File: src/rtl/leg_bus_arbiter.sv
// Round-robin arbiter for a shared tri-state bus with up to 16 requesters.
// Inserts a one-cycle turnaround between owners and bounds tenure unless locked.
module leg_bus_arbiter #(
  parameter int unsigned NUM_REQ  = 16,
  parameter int unsigned MAX_HOLD = 8
) (
  input  logic        clk_i,
  input  logic        rst_i,
  input  logic [15:0] req_i,
  input  logic        lock_i,
  output logic        grant_valid_o,
  output logic [3:0]  grant_idx_o,
  output logic [15:0] grant_oh_o,
  output logic        bus_disable_o,
  output logic [3:0]  hold_cnt_o
);

  typedef enum logic [1:0] {StIdle, StGrant, StTurn} state_e;

  localparam logic [15:0] ReqMask = 16'((32'd1 << NUM_REQ) - 32'd1);
  localparam int          HoldLim = int'(MAX_HOLD) - 1;

  state_e      state_q;
  logic [3:0]  rr_ptr_q;
  logic        grant_valid_q;
  logic [3:0]  grant_idx_q;
  logic [15:0] grant_oh_q;
  logic        bus_disable_q;
  logic [3:0]  hold_cnt_q;

  logic [15:0] req_v;
  logic        pick_found;
  logic [3:0]  pick_idx;
  logic [4:0]  cand;
  logic [4:0]  ptr_inc;
  logic [3:0]  ptr_next;
  logic        owner_req;
  logic        others_req;
  logic        hold_at_lim;
  logic        preempt;
  logic        release_bus;

  assign req_v = req_i & ReqMask;

  // First requester at or after rr_ptr, wrapping modulo NUM_REQ.
  always_comb begin
    pick_found = 1'b0;
    pick_idx   = 4'd0;
    cand       = 5'd0;
    for (int k = 0; k < int'(NUM_REQ); k++) begin
      cand = 5'(rr_ptr_q) + 5'(k);
      if (cand >= 5'(NUM_REQ)) begin
        cand = cand - 5'(NUM_REQ);
      end
      if (!pick_found && req_v[cand[3:0]]) begin
        pick_found = 1'b1;
        pick_idx   = cand[3:0];
      end
    end
  end

  always_comb begin
    ptr_inc  = 5'(grant_idx_q) + 5'd1;
    ptr_next = (ptr_inc >= 5'(NUM_REQ)) ? 4'd0 : ptr_inc[3:0];
  end

  assign owner_req   = req_v[grant_idx_q];
  assign others_req  = |(req_v & ~grant_oh_q);
  assign hold_at_lim = int'(hold_cnt_q) >= HoldLim;
  assign preempt     = (MAX_HOLD != 0) && hold_at_lim && !lock_i && others_req;
  assign release_bus = !owner_req || preempt;

  always_ff @(posedge clk_i or posedge rst_i) begin
    if (rst_i) begin
      state_q       <= StIdle;
      rr_ptr_q      <= 4'd0;
      grant_valid_q <= 1'b0;
      grant_idx_q   <= 4'd0;
      grant_oh_q    <= 16'd0;
      bus_disable_q <= 1'b1;
      hold_cnt_q    <= 4'd0;
    end else begin
      unique case (state_q)
        StIdle, StTurn: begin
          if (pick_found) begin
            state_q       <= StGrant;
            grant_valid_q <= 1'b1;
            grant_idx_q   <= pick_idx;
            grant_oh_q    <= 16'd1 << pick_idx;
            bus_disable_q <= 1'b0;
            hold_cnt_q    <= 4'd0;
          end else begin
            state_q <= StIdle;
          end
        end
        StGrant: begin
          if (release_bus) begin
            // grant_idx is left stale; it is don't-care while the bus is free.
            state_q       <= StTurn;
            grant_valid_q <= 1'b0;
            grant_oh_q    <= 16'd0;
            bus_disable_q <= 1'b1;
            rr_ptr_q      <= ptr_next;
          end else if (hold_cnt_q != 4'hF) begin
            hold_cnt_q <= hold_cnt_q + 4'd1;
          end
        end
        default: begin
          state_q       <= StIdle;
          grant_valid_q <= 1'b0;
          grant_oh_q    <= 16'd0;
          bus_disable_q <= 1'b1;
        end
      endcase
    end
  end

  assign grant_valid_o = grant_valid_q;
  assign grant_idx_o   = grant_idx_q;
  assign grant_oh_o    = grant_oh_q;
  assign bus_disable_o = bus_disable_q;
  assign hold_cnt_o    = hold_cnt_q;

endmodule
File: config.mk
export PLATFORM = sky130hd
export DESIGN_NAME = leg_bus_arbiter
export DESIGN_NICKNAME = d
export VERILOG_FILES = /design/src/rtl/leg_bus_arbiter.sv
export SDC_FILE = /design/constraint.sdc
export NUM_CORES = 1
export LEC_CHECK = 0
export CORE_MARGIN = 2
export CORE_UTILIZATION = 60
export CTS_BUF_LIST = sky130_fd_sc_hd__clkbuf_4
export DETAILED_ROUTE_END_ITERATION = 10
export PLACE_DENSITY = 0.95
export SKIP_LAST_GASP = 1
export SYNTH_ARGS = -nofsm -noshare
export SYNTH_HDL_FRONTEND = slang
export SYNTH_SLANG_ARGS = --single-unit
File: constraint.sdc
create_clock -name clk_i -period 5.41 [get_ports clk_i]
set_input_delay 1.082 -clock clk_i [delete_from_list [all_inputs] [get_ports clk_i]]
set_output_delay 1.082 -clock clk_i [all_outputs]
set_load 0.02 [all_outputs]
# Word-level counts from Yosys, hierarchy flattened
# Index checks and enable logic that the tools add are counted.
# totals
register_bits	32
input_bits	19
out_inout_bits	26
elab_cells	227
# classes
n_addsub	33
magnitude_cmp	35
n_eq_ne	7
shifts	1
mux	99
bitwise_logic	2
n_reduce_logical	43
# op_table
cell	n
2-to-1 mux 4 bit	36
less-than comparator 4 x 5 -> 1 bit (second input constant)	17
greater-or-equal comparator 5 bit (second input constant)	16
binary-select mux 1 bit (select 4 bit)	17
subtractor 4 x 1 -> 4 bit (second input constant)	16
adder 4 x 4 -> 5 bit (second input constant)	8
2-to-1 mux 1 bit	38
2-to-1 mux 16 bit	2
case mux 16 bit (2 select lines)	1
adder 4 x 3 -> 5 bit (second input constant)	4
logical AND 1 bit	17
zero test 1 bit	17
bitwise AND 16 bit	1
NOT 16 bit	1
OR reduction 16 bit	1
left shift 1 x 4 -> 16 bit (first input constant)	1
adder 4 x 1 -> 5 bit (second input constant)	2
adder 4 x 2 -> 5 bit (second input constant)	2
inequality test 2 bit (second input constant)	4
case mux 4 bit (2 select lines)	1
AND reduction 2 bit	3
greater-or-equal comparator 4 x 5 -> 1 bit (second input constant)	1
adder 4 x 1 -> 4 bit (second input constant)	1
greater-or-equal comparator 4 x 3 -> 1 bit (second input constant)	1
other kinds (11)	12

# Longest topological paths before layout
# Gate-level depths: netlist of run 1.
# depth
word_depth	53
ltp_mapped	17
depth_no_buf	12

# Worst setup path before layout of run 1
# OpenSTA, ideal clock, no wires.
# synth_timing
kind	register to register
start	reg rr_ptr_q[1]
end	reg grant_oh_q[10], in the netlist grant_oh_o[10]
setup_ns	0.095
t_arrival_ns	4.659
required_ns	5.315
slack_ns	0.655
path_stages_with_launch	15
path_buffers	3
synth_period_minus_slack_ns	4.755
path_cell_list	dfrtp_1 > clkbuf_1 > inv_1 > clkbuf_1 > ha_1 > buf_2 > mux4_2 > mux2_2 > mux2_2 > or4_4 > or3_4 > o32ai_4 > a41oi_2 > or3_4 > o31ai_1
# synth_via
elab_chain_cells	53
elab_cells_between_ends	162
cone_classes	add/sub (31); order compare (16); eq/ne (1); shift (1); mux (82); reduce/logical (31)
# synth_lines
item	line	rtl
start: declaration	24	logic [3:0] rr_ptr_q;
start signal: assignment	103	rr_ptr_q <= ptr_next;
branches (longest 53 deep; another with adder 4 x 1 -> 5 bit)	--	
end signal: assignment	89	grant_oh_q <= 16'd1 << pick_idx;
end: declaration	27	logic [15:0] grant_oh_q;
# Parallel ways; which one is timed is not known. The select of a mux whose other input is x is not followed.
# A chain may end at the register's enable or synchronous reset.

# Worst setup path in the final report of run 1
# layout_timing
start	in req_i[15]
end	reg grant_idx_q[1], in the netlist grant_idx_o[1]
# layout_via
elab_chain_cells	49
elab_cells_between_ends	95
cone_classes	mux (64); reduce/logical (31)
# layout_lines
item	line	rtl
start: declaration	9	input logic [15:0] req_i,
binary-select mux 1 bit (select 4 bit)	55	if (!pick_found && req_v[cand[3:0]]) begin
2-to-1 mux 1 bit (not written as such)	55	
2-to-1 mux 1 bit	55	
zero test 1 bit	55	
logical AND 1 bit	55	
2-to-1 mux 1 bit	55	
zero test 1 bit	55	
logical AND 1 bit	55	
[33 not listed]	--	
2-to-1 mux 1 bit	55	
zero test 1 bit	55	
logical AND 1 bit	55	
2-to-1 mux 1 bit	55	
zero test 1 bit	55	
logical AND 1 bit	55	
2-to-1 mux 1 bit	55	
AND reduction 2 bit (no source line)	--	
end signal: assignment	88	grant_idx_q <= pick_idx;
end: declaration	26	logic [3:0] grant_idx_q;
# Several ways; a longest one is shown, not always the timed one. The select of a mux whose other input is x is not followed.

==> flow_summary.ini, run 1 <==
[die]
ios = 45
row_count = 30
initial_core_util_pct = 61.9
coreArea_um2 = 6790
die_w_um = 87.7
die_h_um = 87.7
die_area_um2 = 7690

[logic_synthesis]
syn_avg_cell_area_um2 = 9.36
synth_nets = 478
synth_flop_cell = dfrtp_1
async_reset_ff_share_pct = 100
syn_inst = 449
yosysUniqueCellTypes = 67
yosysSeqAreaShare_pct = 19.1
synth_edf_count = 0
ys_seq_elements = 32
synth_area_um2 = 4200
ys_warn_count = 0

[drt]
drt-vias-per-instance = 7.37
drc_errors = 0
drt_iter0_markers = 524
ant_nets = 0
via_count = 4328
routedWlPerCell_um = 24.2
firstDrtPassIters = 5
totalWireLength_mm = 14.2

[sta]
slew_viol_final = 0
worst_slack_ns = 0.426
rsz0062_at_grt = false
setup_viol = 0
hold_violations = 0
fmaxAchievable_ghz = 0.201
worstMarginPinSlew_ns = 0.986
finalClockSkew_ns = 0.0181
fin_crit_ns = 4.98
hold_ws_ns = 0.495
tns_ns = 0
fin_crit_sh_pct = 92.1
relSlewSlack_pct = 32.4

[placement]
dp_slack_ns = 0.239
gp_congestion = 0.976
io_buffers = 44
dp_hpwl_mm = 10.5

[clock_network]
cts_buffer_depth = 2
clkLatencyLatePin_ns = 0.35
cts_setup_buffers = 0
cts_root_buf = clkbuf_4
htreeDepth = 2
cts_tree = built
cts.hold.buffers_added = 0
cts_resized = 0
clk_pin_slew_worst_paths_ns = 0.11
cts_sinks = 32
cts_buffers = 5

[worst_setup_path]
cp-end-kind = flip-flop
slowest_delay_ns = 0.60
cp.required_ns = 5.65
cp_data_arrival_time_ns = 5.23
worst-path-stages = 11
path_delay_family = multiplexers
worstPathMaxFanout = 9
cp_num_buf_inv = 1
slowest_stage = clkdlybuf4s50_1
reg2regPathDepth = 11
reg2reg_setup_slack_ns = 0.44
critPathLaunchType = primary input
critical_path_class = in2reg
cp_cell_sequence = clkdlybuf4s50_1 > mux4_2 > mux2_2 > mux2i_4 > nand4_4 > or4_4 > nor2_1 > a32oi_1 > a211oi_1 > nor2_1 > mux2_2

[global_route]
grt_overflow_total = 0
grt_max_degree = 33
grt_use_total_pct = 38.7
antenna_found_initial = 0
grt_pass1_wl_mm = 22.4
grt_pass1_vias = 4249

[cells_and_area]
nFillCells = 505
area_growth_pct = 14.4
final_cell_mix = clkdlybuf4s50_1 (44), mux4_2 (42), nand2_1 (41)
layout_commonest_cell = clkdlybuf4s50_1
nNetsFinal = 519
drive_above_1_share_pct = 19.1
n_antenna_cell = 0

[hold_path]
whs_path_depth = 1
hold_class = reg2reg

[status]
outcome = finished, final reports clean

[run]
cap_violations = 0
## layer usage
| layer | GRT usage, % | vias up | wire length, µm |
|---|---|---|---|
| li1 | - | 1824 | - |
| met4 | 21.0 | 0 | 894 |
| met1 | 49.8 | 2065 | 5020 |
| met2 | 63.1 | 347 | 6770 |
| met3 | 5.94 | 92 | 1510 |
| met5 | 0 | - | 0 |
## state kept, by name, summed over array words and instances, names as in the netlist
name and cells:
state_q 2, rr_ptr_q 4, grant_valid_o 1, bus_disable_o 1, grant_idx_o 4, grant_oh_o 16
hold_cnt_o 4
## cell families (layout without fill, tap and decap cells)
kind of cell | after synthesis | count (layout) | synth area share, %
and+or+nand+nor | 135 | 135 | 16.7
adders and majority gates | 10 | 10 | 2.98
xor gates and xnor gates | 14 | 14 | 3.10
DFF | 32 | 32 | 19.1
muxes | 79 | 79 | 32.0
buffers and inverters | 57 | 99 | 5.80
AOI/OAI and AO/OA | 122 | 122 | 20.3
## final cells by class
cell class	instances	area (µm²)	area share, %
Multi-Input combinational cell	360	3160	65.6
Clock buffer	6	45.0	0.937
Timing Repair Buffer	59	553	11.5
Clock inverter	2	11.3	0.234
Sequential cell	32	803	16.7
Tap cell	96	120	2.50
Inverter	32	120	2.50
## Yosys cell counts (all sizes together) (12+ instances only)
cell type,n,area share (%)
a21oi,21,2.5
clkbuf,17,1.5
dfrtp,31,18
inv,31,2.8
mux2,14,3.8
mux2i,23,5.8
mux4,42,23
nand2,41,3.7
nand3,15,1.8
nor2,26,2.3
o21ai,19,2.3
o22ai,12,1.8
o31ai,17,3.0
## worst paths after layout
| path | start | end |
|---|---|---|
| max | req_i[15] | grant_idx_o[1] |
| min | grant_valid_o | grant_valid_o |
| max reg2reg | rr_ptr_q[0] | grant_idx_o[1] |
| min reg2reg | grant_valid_o | grant_valid_o |
| max in group asynchronous | rst_i | bus_disable_o |
| min in group asynchronous | rst_i | hold_cnt_o[3] |
## worst register-to-register path, stage by stage (launching register included)
cell,delay [ns]
dfrtp_2,0.41
inv_1,0.17
ha_1,0.74
mux4_2,0.59
mux2_2,0.35
mux2_2,0.39
or4_4,0.54
nor2_1,0.34
a32oi_1,0.11
a211oi_1,0.55
nor2_1,0.33
mux2_2,0.34
## stage by stage
step | util [%] | cell area, µm² | instances
3_3_place_gp | 70.0 | 4750 | 579
2_1_floorplan | - | 4200 | 449
6_report | 70.8 | 4810 | 587
5_1_grt | 70.8 | 4810 | 587
4_1_cts | 70.8 | 4810 | 587
3_5_place_dp | 70.0 | 4750 | 579
Power of run 1 is left out: the tool's default activity adds up to more than one toggle a clock period on the data nets, which glitch-free logic cannot reach.
==> run 2: changes to the inputs <==
Settings changed: ABC_AREA from default to 0.
==> results of run 2 <==
Same layout as run 1: the final DEF is identical, and so are final timing and power.
Power of run 2 is left out for the same reason.
